<file path="src/rtl/flappy_pkg.sv">
// Shared constants, state encoding and helpers for the flappy game pipeline.
package flappy_pkg;

    localparam int SCREEN_W = 640;
    localparam int SCREEN_H = 480;
    localparam int PIPE_W   = 80;
    localparam int GAP_H    = 90;
    localparam int X_W      = 11;
    localparam int GAP_W    = 10;

    typedef enum logic [1:0] {
        IDLE   = 2'd0,
        RUN    = 2'd1,
        FROZEN = 2'd2
    } state_e;

    // Clamp the raw random value into [0, rnd_max-1] and offset it to a gap-top y.
    function automatic logic [GAP_W-1:0] clamp_gap(input logic [GAP_W-1:0] rnd,
                                                   input int rnd_max,
                                                   input int margin);
        logic [GAP_W-1:0] v;
        v = (int'(rnd) >= rnd_max) ? GAP_W'(rnd_max - 1) : rnd;
        return v + GAP_W'(margin);
    endfunction

endpackage

</file>
<file path="src/rtl/pipe_slot.sv">
// One pipe obstacle: right-edge x, gap-top y and a valid flag.
// Moves left on each processed frame, retires when it reaches the screen edge.
module pipe_slot
    import flappy_pkg::*;
#(
    parameter int SPEED  = 2,
    parameter int BIRD_X = 200
) (
    input  logic             clk,
    input  logic             rst_n,
    input  logic             clear,
    input  logic             load,
    input  logic [X_W-1:0]   load_x,
    input  logic [GAP_W-1:0] load_gap,
    input  logic             move,
    output logic [X_W-1:0]   x,
    output logic [GAP_W-1:0] gap,
    output logic             valid,
    output logic             crossed
);

    localparam logic [X_W-1:0] SPEED_X = X_W'(SPEED);
    localparam logic [X_W-1:0] BIRD_XX = X_W'(BIRD_X);

    logic [X_W-1:0]   x_q, x_d;
    logic [GAP_W-1:0] gap_q, gap_d;
    logic             valid_q, valid_d;
    logic             retire;
    logic [X_W-1:0]   x_moved;

    // Next-state: clear beats load beats move; a retiring pipe keeps its x.
    always_comb begin
        // NOTE: every always_comb output gets a default first so no latch is inferred.
        x_d     = x_q;
        gap_d   = gap_q;
        valid_d = valid_q;
        retire  = valid_q && (x_q <= SPEED_X);
        x_moved = x_q - SPEED_X;
        crossed = move && valid_q && !retire && (x_q >= BIRD_XX) && (x_moved < BIRD_XX);
        if (clear) begin
            x_d     = '0;
            gap_d   = '0;
            valid_d = 1'b0;
        end else if (load) begin
            x_d     = load_x;
            gap_d   = load_gap;
            valid_d = 1'b1;
        end else if (move && valid_q) begin
            if (retire) valid_d = 1'b0;
            else        x_d     = x_moved;
        end
    end

    // Slot registers.
    always_ff @(posedge clk or negedge rst_n) begin
        if (!rst_n) begin
            x_q     <= '0;
            gap_q   <= '0;
            valid_q <= 1'b0;
        end else begin
            // NOTE: sequential state uses non-blocking assignments so all flops update together.
            x_q     <= x_d;
            gap_q   <= gap_d;
            valid_q <= valid_d;
        end
    end

    assign x     = x_q;
    assign gap   = gap_q;
    assign valid = valid_q;

endmodule

</file>
<file path="src/rtl/pipe_scroller.sv">
// Scrolling pipe obstacle manager: run/freeze FSM, spawn cadence, slot ring
// write pointer and the registered score pulse.
module pipe_scroller
    import flappy_pkg::*;
#(
    parameter int NUM_PIPES      = 3,
    parameter int SPEED          = 2,
    parameter int SPAWN_INTERVAL = 120,
    parameter int SPAWN_X        = 720,
    parameter int BIRD_X         = 200,
    parameter int GAP_MARGIN     = 40,
    parameter int RND_MAX        = 349
) (
    input  logic                       clk,
    input  logic                       rst_n,
    input  logic                       tick,
    input  logic                       start,
    input  logic                       crash,
    input  logic [9:0]                 rnd,
    output logic [NUM_PIPES*X_W-1:0]   pipe_x,
    output logic [NUM_PIPES*GAP_W-1:0] pipe_gap,
    output logic [NUM_PIPES-1:0]       pipe_valid,
    output logic                       score_pulse,
    output logic                       running
);

    localparam int PTR_W = (NUM_PIPES > 1) ? $clog2(NUM_PIPES) : 1;
    localparam int CNT_W = $clog2(SPAWN_INTERVAL + 1);

    state_e               state_q;
    logic [CNT_W-1:0]     spawn_cnt_q;
    logic [PTR_W-1:0]     wr_ptr_q, wr_ptr_d;
    logic                 score_q, running_q;

    logic                 run_tick, spawn_now, clear_slots;
    logic [NUM_PIPES-1:0] load_vec, crossed_vec;
    logic [GAP_W-1:0]     gap_new;

    // A crash in RUN overrides start; a start overrides a tick in the same cycle.
    assign run_tick    = (state_q == RUN) && tick && !crash && !start;
    assign clear_slots = start && !((state_q == RUN) && crash);
    assign spawn_now   = run_tick && (spawn_cnt_q == '0);
    assign gap_new     = clamp_gap(rnd, RND_MAX, GAP_MARGIN);
    assign wr_ptr_d    = (wr_ptr_q == PTR_W'(NUM_PIPES - 1)) ? '0 : wr_ptr_q + 1'b1;

    for (genvar i = 0; i < NUM_PIPES; i++) begin : g_slot
        logic busy;
        // Slot stays occupied only if it survives this tick's retire check.
        assign busy        = pipe_valid[i] && (pipe_x[X_W*i +: X_W] > X_W'(SPEED));
        assign load_vec[i] = spawn_now && (wr_ptr_q == PTR_W'(i)) && !busy;

        pipe_slot #(
            .SPEED  (SPEED),
            .BIRD_X (BIRD_X)
        ) u_slot (
            .clk      (clk),
            .rst_n    (rst_n),
            .clear    (clear_slots),
            .load     (load_vec[i]),
            .load_x   (X_W'(SPAWN_X)),
            .load_gap (gap_new),
            .move     (run_tick),
            .x        (pipe_x[X_W*i +: X_W]),
            .gap      (pipe_gap[GAP_W*i +: GAP_W]),
            .valid    (pipe_valid[i]),
            .crossed  (crossed_vec[i])
        );
    end

    // Run/freeze FSM with spawn cadence, ring pointer and registered outputs.
    always_ff @(posedge clk or negedge rst_n) begin
        if (!rst_n) begin
            state_q     <= IDLE;
            spawn_cnt_q <= '0;
            wr_ptr_q    <= '0;
            score_q     <= 1'b0;
            running_q   <= 1'b0;
        end else begin
            score_q <= 1'b0;
            case (state_q)
                IDLE, FROZEN: begin
                    if (start) begin
                        state_q     <= RUN;
                        running_q   <= 1'b1;
                        spawn_cnt_q <= '0;
                        wr_ptr_q    <= '0;
                    end
                end
                RUN: begin
                    if (crash) begin
                        state_q   <= FROZEN;
                        running_q <= 1'b0;
                    end else if (start) begin
                        spawn_cnt_q <= '0;
                        wr_ptr_q    <= '0;
                    end else if (run_tick) begin
                        spawn_cnt_q <= (spawn_cnt_q == '0) ? CNT_W'(SPAWN_INTERVAL - 1)
                                                           : spawn_cnt_q - 1'b1;
                        if (|load_vec) wr_ptr_q <= wr_ptr_d;
                        score_q <= |crossed_vec;
                    end
                end
                default: begin
                    state_q   <= IDLE;
                    running_q <= 1'b0;
                end
            endcase
        end
    end

    assign score_pulse = score_q;
    assign running     = running_q;

endmodule

</file>
<file path="config.mk">
export PLATFORM = sky130hd
export DESIGN_NAME = pipe_scroller
export DESIGN_NICKNAME = d
export VERILOG_FILES = /design/src/rtl/flappy_pkg.sv /design/src/rtl/pipe_slot.sv /design/src/rtl/pipe_scroller.sv
export SDC_FILE = /design/constraint.sdc
export NUM_CORES = 1
export LEC_CHECK = 0
export ABC_CLOCK_PERIOD_IN_PS = 8300
export CORE_MARGIN = 2
export CORE_UTILIZATION = 49
export DETAILED_ROUTE_END_ITERATION = 8
export PLACE_DENSITY_LB_ADDON = 0.2
export SKIP_LAST_GASP = 1
export SLEW_MARGIN = 10
export SYNTH_ARGS = -nofsm -noshare
export SYNTH_HDL_FRONTEND = slang
export SYNTH_HIERARCHICAL = 1
export SYNTH_SLANG_ARGS = --single-unit
</file>
<file path="constraint.sdc">
create_clock -name clk -period 8.3 [get_ports clk]
set_clock_uncertainty 0.15 [all_clocks]
set_input_delay 2.075 -clock clk [delete_from_list [all_inputs] [get_ports clk]]
set_output_delay 2.075 -clock clk [all_outputs]
set_load 0.02 [all_outputs]
</file>
-- Yosys cells after proc, flatten, opt, wreduce, memory -nomap -nowiden
Index checks and enable logic that the tools add are counted.
Widths: inputs -> output; s select.
- register bits: 79
- bits of input ports: 15
- add/sub/neg operators: 6
- order comparisons: 13
- equality and inequality tests: 12
- multiplexer cells: 54
- reductions and logical operators: 64
- operator list (cell ; count):
    $mux 11 ; 12
    $mux 10 ; 7
    $mux 7 ; 5
    $ge 11x8->1 const B ; 3
    $gt 11x2->1 const B ; 3
    $le 11x2->1 const B ; 3
    $lt 11x8->1 const B ; 3
    $sub 11x2->11 const B ; 3
    $logic_and 1x1->1 ; 30
    $mux 1 ; 18
    $reduce_bool 3->1 ; 6
    $mux 2 ; 8
    $ne 3x2->1 const B ; 5
    $pmux 7 s2 ; 1
    $reduce_and 2->1 ; 7
    $add 10x6->10 const B ; 1
    $ge 10x9->1 const B ; 1
    $logic_not 1->1 ; 9
    $pmux 2 s2 ; 2
    $reduce_bool 2->1 ; 4
    $logic_not 7->1 ; 1
    $sub 7x1->7 const B ; 1
    $ne 2x2->1 const B ; 3
    $reduce_or 3->1 ; 2
    8 further kinds ; 11

-- Depth between registers and ports, before layout
Gate-level depths: netlist (run 1).
- depth after elaboration: 13
- depth in mapped cells: 12
- depth with buffers taken out: 10

-- Hierarchy
Netlist (run 1), hierarchy kept.
- modules (own cells, without submodules) (module ; times used ; cells an instance ; area an instance (µm²) ; seq. area each (µm²)):
    pipe_slot at g_slot[0].u_slot ... ; 2 ; 148 ; 1332.5 ; 550.5
    pipe_slot at g_slot[2].u_slot ; 1 ; 144 ; 1308.8 ; 550.5
    pipe_scroller ; 1 ; 127 ; 1043.5 ; 325.3

-- Least setup slack after synthesis (run 1)
OpenSTA, ideal clock, no wires.
- path kind: input port to flip-flop
- start: in start
- end: reg g_slot[0].u_slot.gap_q[0]
- arrival time: 4.094 ns
- required time: 8.018 ns
- setup slack: 3.924 ns
- stages on the path: 9
- cells stage by stage: or3b_1 buf_2 nand4bb_4 a211o_1 nor2_1 clkbuf_1 buf_1 mux2i_1 nor2_1
- word-level cells in the longest chain between the ends: 6
- elaborated cells on any way between the ends: 8
- ends and longest elaborated chain (what ; RTL line ; text):
    from (decl) ; pipe_scroller.sv:17 ; input logic start,
    $logic_not 1->1 ; pipe_scroller.sv:40 ; assign run_tick = (state_q == RUN) && tick && !crash && !start;
    $logic_and 1x1->1 ; pipe_scroller.sv:40 ;
    $logic_and 1x1->1 ; pipe_scroller.sv:42 ; assign spawn_now = run_tick && (spawn_cnt_q == '0);
    $logic_and 1x1->1 (2 in a row) ; pipe_scroller.sv:50 ; assign load_vec[i] = spawn_now && (wr_ptr_q == PTR_W'(i)) && !busy;
    named net load_vec[0] ; pipe_scroller.sv:36 ; logic [NUM_PIPES-1:0] load_vec, crossed_vec;
    $reduce_bool 2->1 (no source line) ; - ;
    to (signal assigned) ; pipe_slot.sv:63 ; gap_q <= gap_d;
    to (decl) ; pipe_slot.sv:26 ; logic [GAP_W-1:0] gap_q, gap_d;
The timed path passes the listed nets, and every way through them passes these cells.
A chain may end at the register's enable or synchronous reset.

-- Final worst setup path (run 1)
- start: in start
- end: reg g_slot[0].u_slot.x_q[9]
- word-level cells in the longest chain between the ends: 7
- elaborated cells on any way between the ends: 12
- ends and longest elaborated chain (what ; RTL line ; text):
    $logic_not 1->1 * ; pipe_scroller.sv:40 ;
    $logic_and 1x1->1 * ; pipe_scroller.sv:40 ;
    $logic_and 1x1->1 * ; pipe_scroller.sv:42 ;
    $logic_and 1x1->1 * (2 in a row) ; pipe_scroller.sv:50 ;
    named net load_vec[0] ; pipe_scroller.sv:36 ;
    $ne 3x2->1 (no source line) (tied with other cells) ; - ;
    $reduce_and 2->1 (no source line) or $mux 11 (tied branches) ; - ;
    to (signal assigned) ; pipe_slot.sv:57 ; x_q <= '0;
    to (signal assigned) ; pipe_slot.sv:62 ; x_q <= x_d;
    to (decl) ; pipe_slot.sv:25 ; logic [X_W-1:0] x_q, x_d;
Mark *: on every way through the listed nets, which the timed path passes. The rest lies on a longest branch.

==> run metrics, run 1 <==
run status=complete, no violations; Post-Synth Simple-Gate Area=0.225; ANT nets after route=0; max-slew violations=0; Peak Freq=a little over 200 MHz; H-tree levels=3; Vias/cell=5.68; largest net degree at the start of global routing=80; worst-skew pair later-pin latency=~0.35 ns; setup TNS=0 ns; overall power=about 1.3 mW; ANT cells=0; Max-cap violations=0; Core Area=between 9000 and 10000 sq um; vias in the first global route=4330; Die W=roughly 110 microns; Fill cells=about 840; CTS clock-pin slew for the worst setup and hold paths=~0.08 ns; Setup-failing EPs final=0; critical path arrival=between 5 and 6 ns; gr usage total=0.238; PortBufs=82; post-layout min period=4.90 ns; Top Ports=a little over 80; Crit Path Max Fanout=34; post-cts resize count=0; first-pass GRT wire length=approximately 22 mm; Synth Area in XOR/XNOR=0.0279; Seq cells post-synth=a little under 80; Critical Path RT=around 8.4 ns; number of synthesis warnings=6; P per Cell Area=around 210 nW/um^2; Placement Setup Slack=approximately 3.1 ns; most frequent cells after synthesis=nor2_1 (80), dfrtp_1 (79), mux2i_1 (35), nand2_1 (33), inv_1 (30); Final Cell Area=~6300 sq um; Longest Clk Path Bufs=2; Vias=between 4000 and 5000; gpl congestion=~0.96; gr busiest metal=met2; hold crit path type=reg -> reg; Rows=36; DRC violations left=0; Global Route met1 Usage=0.329; compound-cell area share of the yosys netlist=0.204; Worst setup SP type=primary input; IR drop worst, VDD=~0.00012 V; Synth area leader=dfrtp_1; Hold Buf Count CTS=0; synthesized area per cell=a little under 9 sq um; Die Height=105 microns; global-route track usage on met3=0.0605; dominant cells by area after synthesis=dfrtp_1 (39%), mux2i_1 (7.0%), nor2_1 (6.0%), a21oi_1 (2.9%), o31ai_1 (2.8%); post-route setup slack=between 3 and 4 ns; Initial Utilization=0.509; DP HPWL=approximately 9 mm; setup bufs post-CTS=0; share of the synthesized area in the top cell type=0.394; placed cell area=approximately 6000 sq um; FF/Latch Area=approximately 2000 sq um; TritonCTS Buffers=9; Async S/R FF share, synth=1.00; ys flop type=dfrtp_1; final core utilization=0.636; First DRT Iteration DRCs=~230; Post-Synth Adder-Cell Area=0.0224; final hold vios=0; Synth Instances=roughly 570; relative slew slack=0.332; GRT Residual Overflow=0; part of the Yosys area used for sequential elements=0.394; post-synthesis mux area share=0.0721; Area growth syn-to-layout=25.1%; crit end category=flop; period utilisation layout=0.591; nets=slightly below 700; RSZ-0062 raised after global routing=no; die area=about 11000 sq um; Non-Filler Instances=between 800 and 900; hold slack=about 0.36 ns; CTS tree=done; worst slew pin tran=roughly 1.0 ns; routed wire length=about 13 mm; CTS Sinks=just under 80; initial antenna violation count=0; Post-synth EDFFs=0; largest family of logic cells by synthesized area=simple AND/OR/NAND/NOR gates; Placed Cells=just under 800; Netlist Area Pre-Place=5020 sq um; Avg WL per Cell=between 15 and 20 microns; CP Class=in -> reg; LEAKAGE=approximately 2.6 nW; grt met2 use=0.376; reg2reg setup slack=roughly 5.2 ns; most common cell in the netlist=nor2_1; CTS Root Cell=clkbuf_8; layout cell share with drive strength beyond 1=0.0686; synth unique cells=between 60 and 70; Multi-input gate area=2920 sq um; DR pass1 iterations=5
sequential cells by signal, summed over array words and instances, names as in the netlist:
signal / count
g_slot.u_slot/gap: 30
g_slot.u_slot/valid: 3
g_slot.u_slot/x: 33
running: 1
score_pulse: 1
spawn_cnt_q: 7
state_q: 2
wr_ptr_q: 2
placed cells by master (no fill, tap or decap), types with 9 or more instances in the layout:
cell             synthesis  layout
nand2_1                 33      33
ha_1                     9       9
inv_1                   30      30
nor3_1                  20      19
nand3_1                 11      11
clkbuf_8                 0       9
o21ai_0                 14      14
conb_1                   2      36
o21ai_1                 12      12
nor2_1                  80      79
a211oi_1                11      11
mux2i_1                 35      35
o21a_1                  14      14
o31ai_1                 19      19
xnor2_1                 11      11
a21oi_1                 29      29
dfrtp_1                 79      79
clkdlybuf4s50_1          0      81
final cells by class:
| type | instances | area share |
|---|---|---|
| repair buffers | 86 | 0.135 |
| flip-flops and latches | 79 | 0.315 |
| clock inverters | 6 | 0.0185 |
| inverters | 32 | 0.0199 |
| clock buffers | 9 | 0.0197 |
| multi-input cells | 459 | 0.465 |
| well taps | 133 | 0.0265 |
worst max-delay path, stage by stage:
cell and delay (ns):
clkdlybuf4s50_1 0.51, or3b_1 0.50, nand4bb_4 0.29, a211o_1 0.34, nor2_2 0.09, buf_4 0.37, nor2_1 0.14, o21a_1 0.25
a221oi_1 0.28, o21a_1 0.16
kinds of logic after synthesis:
| logic type | count (synthesis) |
|---|---|
| compound gates | 148 |
| xor+xnor | 16 |
| fa+ha+maj | 9 |
| buf+inv | 63 |
| flops | 79 |
| mux | 36 |
| other cells | 2 |
| simple gates | 214 |
final timing paths:
path | startpoint | to | cells after the start
min in group asynchronous | rst_n | g_slot[2].u_slot/x[6]$_DFFE_PN0P_ | 1
min | spawn_cnt_q[6]$_DFFE_PN0P_ | spawn_cnt_q[6]$_DFFE_PN0P_ | 1
min reg2reg | spawn_cnt_q[6]$_DFFE_PN0P_ | spawn_cnt_q[6]$_DFFE_PN0P_ | 1
max in group asynchronous | rst_n | g_slot[2].u_slot/x[2]$_DFFE_PN0P_ | 1
max | start | g_slot[0].u_slot/x[9]$_DFFE_PN0P_ | 10
max reg2reg | spawn_cnt_q[0]$_DFFE_PN0P_ | g_slot[0].u_slot/x[9]$_DFFE_PN0P_ | 11
routing by layer:
metal | part of all wire | wire length, microns | vias up
met4 | 0.0097 | 125 | 0
li1 | - | - | 2224
met5 | 0 | 0 | -
met3 | 0.069 | 889 | 13
met2 | 0.48 | 6170 | 166
met1 | 0.44 | 5710 | 2163
report_power, final:
group / internal (mW) / switching [mW]
sequential: 0.420 / 0.0725
combinational: 0.203 / 0.271
clock: 0.201 / 0.145
Power figures use the tool's default switching activity.
==> inputs of run 2 (changes only) <==
- ABC_CLOCK_PERIOD_IN_PS: 8300 -> 5100
- clock period: 8.3 -> 5.1 ns (I/O delays scaled with it)
==> run 2 against run 1 <==
Sequential power rose by 63%. Critical endpoint unchanged. Power grew 55%. Via count rose by 0.66%. Global-route usage decreased by 0.10 points. Core utilization decreased by 0.36 points. Register-to-register slack lost 3.3 ns. Critical path depth unchanged. Routed wire length decreased by 0.51%. Die area stayed put. Sequential cell count is the same. Sequential share of layout area is 0.18 points higher. Hold slack improved by 0.0063 ns.
==> run metrics, run 2 (synthesis gave the netlist of run 1 again) <==
Placed Cells=791; LEAKAGE=~2.6 nW; CTS tree=done; ANT cells=0; CP Class=in -> reg; Critical R2R Launch=g_slot[1].u_slot/x[6]$_DFFE_PN0P_; Longest Clk Path Bufs=2; die area=approximately 11000 sq um; hold endpoint=spawn_cnt_q[6]$_DFFE_PN0P_; First DRT Iteration DRCs=around 230; Comb power frac=0.380; Non-Filler Instances=about 800; Die Height=approximately 110 microns; placed cell area=around 6000 sq um; Critical Path RT=5.24 ns; final core utilization=0.633; CTS clock-pin slew for the worst setup and hold paths=0.09 ns; hold crit path type=reg -> reg; CTS Root Cell=clkbuf_8; Area growth syn-to-layout=24.4%; worst r2r path cells=9; overall power=2.03 mW; most frequent cells in the layout=clkdlybuf4s50_1 (81), nor2_1 (79), dfrtp_1 (79), conb_1 (36), mux2i_1 (35); switch share=0.389; WHS Path Cells=1; max reg flops=33; Core Area=9860 sq um; final hold vios=0; H-tree levels=3; routed wire length=about 13 mm; relative slew slack=0.332; Placement Setup Slack=0.839 ns; Top Ports=83; DRC violations left=0; sw power=789 uW; run status=complete, no violations; post-route setup slack=between 1 and 1.5 ns; IR drop worst, VDD=~0.00017 V; Hold Buf Count CTS=0; Crit Path Max Fanout=10; nets=between 600 and 700; Worst Min Path Start=spawn_cnt_q[6]$_DFFE_PN0P_; GRT Residual Overflow=0; vias in the first global route=around 4300; setup bufs post-CTS=0; critical path arrival=~4.1 ns; Fill cells=~840; worst-skew pair later-pin latency=between 0.3 and 0.4 ns; gpl congestion=0.926; Vias/cell=approximately 5.7; Max-cap violations=0; layout cell share with drive strength beyond 1=0.0697; Rows=36; Avg WL per Cell=about 16 microns; Setup-failing EPs final=0; first-pass GRT wire length=roughly 22 mm; commonest non-fill, non-tap cell in the layout=clkdlybuf4s50_1; Pint=1.24 mW; gr usage total=0.237; post-cts resize count=0; largest net degree at the start of global routing=80; initial antenna violation count=0; Vias=around 4600; reg2reg setup slack=about 1.9 ns; Peak Freq=around 260 MHz; CTS Sinks=between 70 and 80; crit end category=flop; Initial Utilization=0.509; RSZ-0062 raised after global routing=no; DR pass1 iterations=4; Die W=105 microns; max-slew violations=0; DP HPWL=just over 9 mm; worst slew pin tran=1.00 ns; post-layout min period=slightly below 4 ns; Crit Reg-Reg Endpoint=g_slot[1].u_slot/x[9]$_DFFE_PN0P_; Worst setup SP type=primary input; TritonCTS Buffers=9; ANT nets after route=0; period utilisation layout=0.766; Final Cell Area=6240 sq um; hold slack=approximately 0.37 ns; PortBufs=82; Seq pwr share=0.396; P per Cell Area=roughly 330 nW/um^2; setup TNS=0 ns; Clk network pwr share=0.225
[run 2: critical path, cell delays in order]
cell and delay, ns:
clkdlybuf4s50_1 0.51, or3b_1 0.51, nand4bb_4 0.29, a211o_1 0.34
nor2_2 0.08, buf_4 0.19, nor2_1 0.09, o21a_1 0.29
a221oi_1 0.30, o21a_1 0.16
[run 2: power by group through the flow]
stage | Clock [mW] | Combinational (mW) | Sequential (mW)
after floorplan | 0 | 0.497 | 0.828
after global placement | 0 | 0.743 | 0.807
after detailed placement | 0 | 0.766 | 0.812
after CTS | 0.469 | 0.769 | 0.800
after global routing | 0.501 | 0.844 | 0.816
final | 0.456 | 0.771 | 0.803
[run 2: how the worst max path moves through the flow]
stage	from	end	slack, ns	cells past startpoint
after floorplan	start	g_slot[0].u_slot/gap[0]$_DFFE_PN0N_	1.52	9
after global placement	start	g_slot[2].u_slot/x[5]$_DFFE_PN0P_	0.92	8
after detailed placement	start	g_slot[0].u_slot/x[9]$_DFFE_PN0P_	0.84	10
after CTS	start	g_slot[0].u_slot/x[9]$_DFFE_PN0P_	1.20	10
after global routing	start	g_slot[2].u_slot/x[5]$_DFFE_PN0P_	0.96	9
final	start	g_slot[0].u_slot/x[9]$_DFFE_PN0P_	1.19	10
[run 2: routing by layer]
| layer | global-route usage | routed length (microns) |
|---|---|---|
| met4 | 0.0705 | 214 |
| met5 | 0 | 0 |
| met1 | 0.333 | 5750 |
| met3 | 0.0474 | 840 |
| met2 | 0.370 | 6020 |
[run 2: final cells by class]
type	count	area [sq um]	area share
clock buffer	11	131	0.0211
clock inverter	5	58.8	0.00942
inverter	32	125	0.0201
multi-input combinational	459	2920	0.468
sequential	79	1980	0.317
tap	133	166	0.0267
timing repair buffer	88	863	0.138
